### src/rtl/ifmap_feeder_pkg.sv
// Shared types and sizing helpers for the systolic ifmap skew feeder.
package ifmap_feeder_pkg;

  localparam int DATA_W_DEF = 8;

  typedef enum logic [1:0] {
    IDLE   = 2'd0,
    STREAM = 2'd1,
    FLUSH  = 2'd2
  } state_t;

  function automatic int flush_cnt_w(input int rows);
    return $clog2(rows + 1);
  endfunction

endpackage

### src/rtl/sync_fifo.sv
// Synchronous FIFO with registered occupancy count.
// full/empty derive only from the count register, so there is no combinational path from pop to full.
module sync_fifo #(
  parameter int DEPTH = 8,
  parameter int WIDTH = 33
) (
  input  logic             clk,
  input  logic             rst_n,
  input  logic             clear,
  input  logic             push,
  input  logic [WIDTH-1:0] push_data,
  input  logic             pop,
  output logic [WIDTH-1:0] pop_data,
  output logic             full,
  output logic             empty
);

  localparam int PW = $clog2(DEPTH);
  localparam logic [PW:0] FULL_CNT = (PW+1)'(DEPTH);
  localparam logic [PW:0] ONE      = (PW+1)'(1);

  logic [WIDTH-1:0] mem [DEPTH];
  logic [PW-1:0]    wr_ptr;
  logic [PW-1:0]    rd_ptr;
  logic [PW:0]      count;
  logic             do_push;
  logic             do_pop;

  assign full     = (count == FULL_CNT);
  assign empty    = (count == '0);
  assign do_push  = push && !full && !clear;
  assign do_pop   = pop && !empty && !clear;
  assign pop_data = mem[rd_ptr];

  always_ff @(posedge clk or negedge rst_n) begin
    if (!rst_n) begin
      wr_ptr <= '0;
      rd_ptr <= '0;
      count  <= '0;
    end else if (clear) begin
      wr_ptr <= '0;
      rd_ptr <= '0;
      count  <= '0;
    end else begin
      // DEPTH is a power of two, so natural pointer overflow is the wrap.
      if (do_push) wr_ptr <= wr_ptr + 1'b1;
      if (do_pop)  rd_ptr <= rd_ptr + 1'b1;
      case ({do_push, do_pop})
        2'b10:   count <= count + ONE;
        2'b01:   count <= count - ONE;
        default: count <= count;
      endcase
    end
  end

  always_ff @(posedge clk) begin
    if (do_push) mem[wr_ptr] <= push_data;
  end

endmodule

### src/rtl/ifmap_skew_feeder.sv
// Left-edge ifmap feeder: buffers input vectors, applies per-lane systolic skew and drains each tile with zeros.
module ifmap_skew_feeder
  import ifmap_feeder_pkg::*;
#(
  parameter int ROWS   = 4,
  parameter int DEPTH  = 8,
  parameter int DATA_W = DATA_W_DEF
) (
  input  logic                   clk,
  input  logic                   rst_n,
  input  logic                   clear,
  input  logic                   s_valid,
  output logic                   s_ready,
  input  logic [ROWS*DATA_W-1:0] s_data,
  input  logic                   s_last,
  input  logic                   stall,
  output logic [ROWS*DATA_W-1:0] arr_ifmap,
  output logic [ROWS-1:0]        arr_lane_vld,
  output logic                   busy,
  output logic                   tile_done
);

  localparam int VW    = ROWS * DATA_W;
  localparam int CNT_W = flush_cnt_w(ROWS);
  localparam logic [CNT_W-1:0] CNT_INIT = CNT_W'(ROWS);
  localparam logic [CNT_W-1:0] CNT_ONE  = CNT_W'(1);

  state_t           state, state_n;
  logic [CNT_W-1:0] cnt, cnt_n;
  logic             done_n;
  logic             full, empty;
  logic             push, pop;
  logic [VW:0]      pop_data;
  logic             pop_last;
  logic [VW-1:0]    pop_vec;

  assign s_ready  = !full;
  assign push     = s_valid && s_ready;
  assign pop      = !clear && !stall && !empty && (state == IDLE || state == STREAM);
  assign pop_last = pop_data[VW];
  assign pop_vec  = pop_data[VW-1:0];
  assign busy     = (state != IDLE) || !empty;

  sync_fifo #(
    .DEPTH (DEPTH),
    .WIDTH (VW + 1)
  ) u_fifo (
    .clk       (clk),
    .rst_n     (rst_n),
    .clear     (clear),
    .push      (push),
    .push_data ({s_last, s_data}),
    .pop       (pop),
    .pop_data  (pop_data),
    .full      (full),
    .empty     (empty)
  );

  always_ff @(posedge clk or negedge rst_n) begin
    if (!rst_n) begin
      state     <= IDLE;
      cnt       <= '0;
      tile_done <= 1'b0;
    end else if (clear) begin
      state     <= IDLE;
      cnt       <= '0;
      tile_done <= 1'b0;
    end else begin
      state     <= state_n;
      cnt       <= cnt_n;
      tile_done <= done_n;
    end
  end

  always_comb begin
    state_n = state;
    cnt_n   = cnt;
    done_n  = 1'b0;
    case (state)
      IDLE, STREAM: begin
        if (pop) begin
          if (pop_last) begin
            state_n = FLUSH;
            cnt_n   = CNT_INIT;
          end else begin
            state_n = STREAM;
          end
        end
      end
      FLUSH: begin
        // One zero column per non-stalled edge until the deepest lane has emptied.
        if (!stall) begin
          cnt_n = cnt - CNT_ONE;
          if (cnt == CNT_ONE) begin
            state_n = IDLE;
            done_n  = 1'b1;
          end
        end
      end
      default: state_n = IDLE;
    endcase
  end

  for (genvar r = 0; r < ROWS; r++) begin : g_lane
    logic [r:0][DATA_W-1:0] d_q;
    logic [r:0]             v_q;

    always_ff @(posedge clk or negedge rst_n) begin
      if (!rst_n) begin
        d_q <= '0;
        v_q <= '0;
      end else if (clear) begin
        d_q <= '0;
        v_q <= '0;
      end else if (!stall) begin
        d_q[0] <= pop ? pop_vec[r*DATA_W +: DATA_W] : '0;
        v_q[0] <= pop;
        for (int i = 1; i <= r; i++) begin
          d_q[i] <= d_q[i-1];
          v_q[i] <= v_q[i-1];
        end
      end
    end

    assign arr_ifmap[r*DATA_W +: DATA_W] = d_q[r];
    assign arr_lane_vld[r]               = v_q[r];
  end

endmodule
### config.mk
export PLATFORM = sky130hd
export DESIGN_NAME = ifmap_skew_feeder
export DESIGN_NICKNAME = d
export VERILOG_FILES = /design/src/rtl/ifmap_feeder_pkg.sv /design/src/rtl/sync_fifo.sv /design/src/rtl/ifmap_skew_feeder.sv
export SDC_FILE = /design/constraint.sdc
export NUM_CORES = 1
export LEC_CHECK = 0
export CORE_ASPECT_RATIO = 1.1
export CORE_MARGIN = 5
export CORE_UTILIZATION = 60
export CTS_CLUSTER_DIAMETER = 80
export DETAILED_ROUTE_END_ITERATION = 8
export MAX_ROUTING_LAYER = met4
export PLACE_DENSITY = 0.8
export SYNTH_ARGS = -nofsm -noshare
export SYNTH_HDL_FRONTEND = slang
export SYNTH_SLANG_ARGS = --single-unit
### constraint.sdc
create_clock -name clk -period 6.6 [get_ports clk]
set_input_delay 0.99 -clock clk [delete_from_list [all_inputs] [get_ports clk]]
set_output_delay 0.99 -clock clk [all_outputs]
set_load 0.05 [all_outputs]
Word-level counts from Yosys, hierarchy flattened
Memories as Yosys holds them, arrays and structs flattened.
Index checks and enable logic that the tools add are counted.
Word-level totals
  register bits: 106
  memories: 1
  RAM bits: 264
Memories
  u_fifo.mem: depth 8, bits a word 33, rd ports 1, clocked after memory_dff 0, write ports 1, line sync_fifo.sv:22  | logic [WIDTH-1:0] mem [DEPTH];
Cells by class
  muxes and demuxes: 43
  add/sub/neg operators: 5
  reductions and logical operators: 24
  eq/ne operators: 11
Operator list (count)
  32-bit two-way mux: 2
  24-bit two-way mux: 2
  8-bit two-way mux: 6
  16-bit two-way mux: 2
  3-bit two-way mux: 10
  2-bit two-way mux: 7
  4-bit two-way mux: 3
  3-bit != test (second input constant): 4
  1-bit logical AND: 8
  1-bit two-way mux: 8
  4-bit case mux with 2 select lines: 1
  3-bit by 1-bit adder with 3-bit output (second input constant): 2
  3-bit case mux with 2 select lines: 1
  2-bit nonzero test: 3
  3-bit nonzero test: 2
  4-bit by 1-bit adder with 4-bit output (second input constant): 1
  2-bit by 1-bit equality test with 1-bit output (second input constant): 2
  2-bit equality test (second input constant): 2
  4-bit equality test (second input constant): 1
  1-bit logical NOT: 4
  4-bit logical NOT: 1
  2-bit case mux with 2 select lines: 1
  4-bit AND reduction: 1
  4-bit by 1-bit subtractor with 4-bit output (second input constant): 1
  7 further kinds: 8

Logic depth before layout (Yosys ltp)
  depth after elaboration: 9
  gate-level depth with buffers: 9
  gate-level depth less buffers: 7

Modules after synthesis
A second synthesis with hierarchy kept.
Second synthesis, totals
  cells, all modules: 759
  area, all modules: 14296.2 um^2
By module, submodules not included
  sync_fifo: sequential area each 8177.8 um^2, cells each 460, area an instance 10570.1 um^2, times used 1
  ifmap_skew_feeder: sequential area each 2252.2 um^2, cells each 299, area an instance 3726.1 um^2, times used 1

Least setup slack after synthesis
OpenSTA, ideal clock, no wires.
  path kind: input to register
  start point: input s_valid
  end point: memory u_fifo.mem[0][0] (enable)
  data required time: 6.136 ns
  cell stages on the path: 4
  path buffers: 1
  arrival time: 4.045 ns
  path slack: 2.090 ns
  library setup time: 0.464 ns
  cells stage by stage: clkbuf_1 nand2_1 or3_1 nor3_1
Between the ends
  longest elaborated chain between the ends: 5
Ends and longest elaborated chain
  start: declaration: line ifmap_skew_feeder.sv:12  | input logic s_valid,
  1-bit logical AND: line ifmap_skew_feeder.sv:38  | assign push = s_valid && s_ready;
  1-bit logical AND (2 in series): line sync_fifo.sv:31  | assign do_push = push && !full && !clear;
  1-bit two-way mux: line sync_fifo.sv:57  | if (do_push) mem[wr_ptr] <= push_data;
  1-bit two-way mux (not written as such): line sync_fifo.sv:57
  end: declaration: line sync_fifo.sv:22
Every way passes these cells.

Worst setup path in the final report
  start point: register u_fifo.count[1]
  end point: output busy
Between the ends
  longest elaborated chain between the ends: 3
Ends and longest elaborated chain
  start: declaration: line sync_fifo.sv:25  | logic [PW:0] count;
  start signal: assignment: line sync_fifo.sv:49  | 2'b10: count <= count + ONE;
  start signal: assignment: line sync_fifo.sv:50  | 2'b01: count <= count - ONE;
  start signal: assignment: line sync_fifo.sv:51  | default: count <= count;
  4-bit logical NOT: line sync_fifo.sv:30  | assign empty = (count == '0);
  1-bit logical NOT: line ifmap_skew_feeder.sv:42  | assign busy = (state != IDLE) || !empty;
  1-bit logical OR: line ifmap_skew_feeder.sv:42
  end: declaration: line ifmap_skew_feeder.sv:19  | output logic busy,
Every way passes these cells.

==> results_dict.tcl <==
set metrics [dict create \
    status "finished clean" \
    wl_um 27500 \
    ys_types 42 \
    synth_top_area_share_pct 55.56 \
    grt_remaining_overflow 0 \
    yosys_warnings 0 \
    p_int_mw 4.031 \
    synthFlopType "edfxtp_1" \
    rows 59 \
    grt_pass1_vias 7631 \
    yosysMostFrequentCell "edfxtp_1" \
    nets 905 \
    cts_tree "built" \
    switching_power_mw 1.095 \
    gr-usage-all-layers_pct 21.76 \
    ys_seq_elements 364 \
    multi_input_area_um2 3510 \
    fmax_mhz 263.3 \
    syn-num-nets 847 \
    post-route-min-period_ps 3798 \
    synth_cells 803 \
    preCtsSetupSlack_ps 2822 \
    viasPerCell 6.031 \
    crit_type "flop to primary output" \
    final_hold_viol_count 0 \
    p_comb_share_pct 7.4 \
    syn2layout_area_growth_pct 15.37 \
    final.period_utilization_pct 57.55 \
    finClkSkew_ps 19.99 \
    power.leakage_nw 5.830 \
    postCtsSetupRepairBufs 0 \
    clk_path_buf_depth 3 \
    insertion_delay_ps 520 \
    crit_path_start "u_fifo.count[1]" \
    cts_root_buffer "clkbuf_16" \
    timing.rr.start "u_fifo.count[1]" \
    final_antenna_net_count 0 \
    ys_seq_area_share_pct 73.10 \
    vias 7189 \
    dr.pass1.iters 5 \
    drive_gt1_share_pct 17.59 \
    switching_share_pct 21.36 \
    gp_congestion 0.7343 \
    tns_ps 0 \
    grt_max_degree 72 \
    die_h_um 171.7 \
    p_clk_share_pct 42.3 \
    synth_area_um2 14270 \
    cts_resized 0 \
    setup_ws_ps 2802 \
    max-cap-violations 0 \
    post_drt_wl_per_cell_um 23.07 \
    endpoint_kind "primary output" \
    fin_util_pct 69.91 \
    slew_violations 0 \
    tightest_slew_ps 1033 \
    p_per_area_nw_per_um2 311.4 \
    die-area_um2 26970 \
    netlist_top_cells_count "edfxtp_1 (264), dfrtp_1 (100), mux2i_1 (88)" \
    synth_area_leaders "edfxtp_1 (56%), dfrtp_1 (18%), mux4_2 (10%)" \
    required_ps 5610 \
    cts_hold_buf 0 \
    setup_viol 0 \
    total_power_mw 5.126 \
    coreArea_um2 23550 \
    grt_first_pass_wirelength_um 43400 \
    place_area_um2 15200 \
    initial_core_util_pct 60.59 \
    cts_sinks 364 \
    irDropWorstVdd_v 0.0002091 \
    seq_area_um2 10440 \
    drtIter0Drc 659 \
    diodes 0 \
    synth-edff-count 264 \
    rsz0062_at_grt "no" \
    p_seq_share_pct 50.4 \
    syn_area_per_cell_um2 17.77 \
    cts_max_level 2 \
    synth-async-reset-ratio_pct 27.47 \
    worstPathMaxFanout 9 \
    worstPathArrival_ps 2810 \
    antenna_found_initial 0 \
    clkTransAtPathRegs_ps 60 \
    fp.dieW_um 157.0 \
    place.detailed.hpwl_um 15020 \
    nFillCells 1389 \
    relSlewSlack_pct 31.10 \
    ios 77 \
    start_kind "flop" \
    hold_path_class "input port to async pin" \
    drt_drc_violations_left 0 \
    numCtsBuffers 35 \
    fin_area_um2 16460 \
    yosys.area.top_type "edfxtp_1" \
    portBuffers 76 \
]
-- path summary, 6_finish.rpt --
path / end / slack (ps) / cells past startpoint
worst max-delay path: busy / 2800 / 3
worst min-delay path: g_lane[1].d_q[1] / 430 / 1
worst max register to register: u_fifo.count[3] / 3780 / 6
worst min register to register: g_lane[3].d_q[3] / 490 / 2
max in group asynchronous: u_fifo.rd_ptr[1] / 4810 / 2
min in group clk: g_lane[3].d_q[3] / 490 / 2
-- flip-flops by register name, indices dropped and copies added (netlist names) --
name           count
arr_ifmap         24
cnt                3
g_lane.d_q        56
g_lane.v_q         4
state              2
tile_done          1
u_fifo.count       4
u_fifo.mem       264
u_fifo.rd_ptr      3
u_fifo.wr_ptr      3
-- placed cells by master (no fill, tap or decap), drive strengths merged, types with 2 or more instances in the layout --
cell type      count
clkbuf            44
nand3b             4
inv                5
nand2b             4
nand4              2
mux2i             88
nor2              71
dfrtp            100
a31oi              2
clkdlybuf4s50     73
edfxtp           264
clkinv             9
o21a               2
xor2               5
nor3               9
o2bb2ai            2
mux4              64
ha                 6
or3                3
bufinv             8
nand2             44
nand3              4
o21ai             34
nor4               2
nor2b              2
buf               17
a21oi              4
-- critical path: stages, from the launching register on --
cell	delay, ps
dfrtp_1	490
or4_2	720
or3_1	370
clkdlybuf4s50_1	710
-- cell families after synthesis --
group / count (synthesis) / synth area share [%]
adder cells (fa/ha/maj): 6 / 0.5261
flip-flops: 364 / 73.10
AND/OR/NAND/NOR: 150 / 4.586
XOR/XNOR: 5 / 0.3069
multiplexers: 153 / 16.38
buffers and inverters: 72 / 2.745
AO/OA/AOI/OAI: 53 / 2.359
-- power groups by stage --
stage          Clock [mW]  Sequential, mW  Combinational, mW
2_1_floorplan           0            2.61              0.256
3_3_place_gp            0            2.62              0.359
3_5_place_dp            0            2.63              0.377
4_1_cts              2.20            2.58              0.382
5_1_grt              2.30            2.59              0.408
6_report             2.17            2.58              0.378
-- routing by layer --
metal / vias up / wire length (µm) / track usage, %
met1: 3694 / 11170 / 29.26
met3: 62 / 1702 / 3.447
met2: 261 / 13890 / 34.82
met4: 0 / 737 / 7.258
met5: - / 0 / -
li1: 3172 / - / -
-- through the flow --
step / cells / hold WS (ps)
final: 1192 / 432.3
after global routing: 1192 / 451.1
after CTS: 1192 / 425.0
after detailed placement: 1129 / 470.5
after global placement: 1129 / 466.1
after floorplan: 803 / 449.2
-- area by class of cell --
cell class / count / share of cell area [%]
Clock buffer: 44 / 5.776
Tap cell: 305 / 2.318
Timing Repair Buffer: 90 / 5.199
Sequential cell: 364 / 63.41
Clock inverter: 19 / 1.908
Inverter: 3 / 0.06840
Multi-Input combinational cell: 367 / 21.32
(Power assumes the default switching activity.)
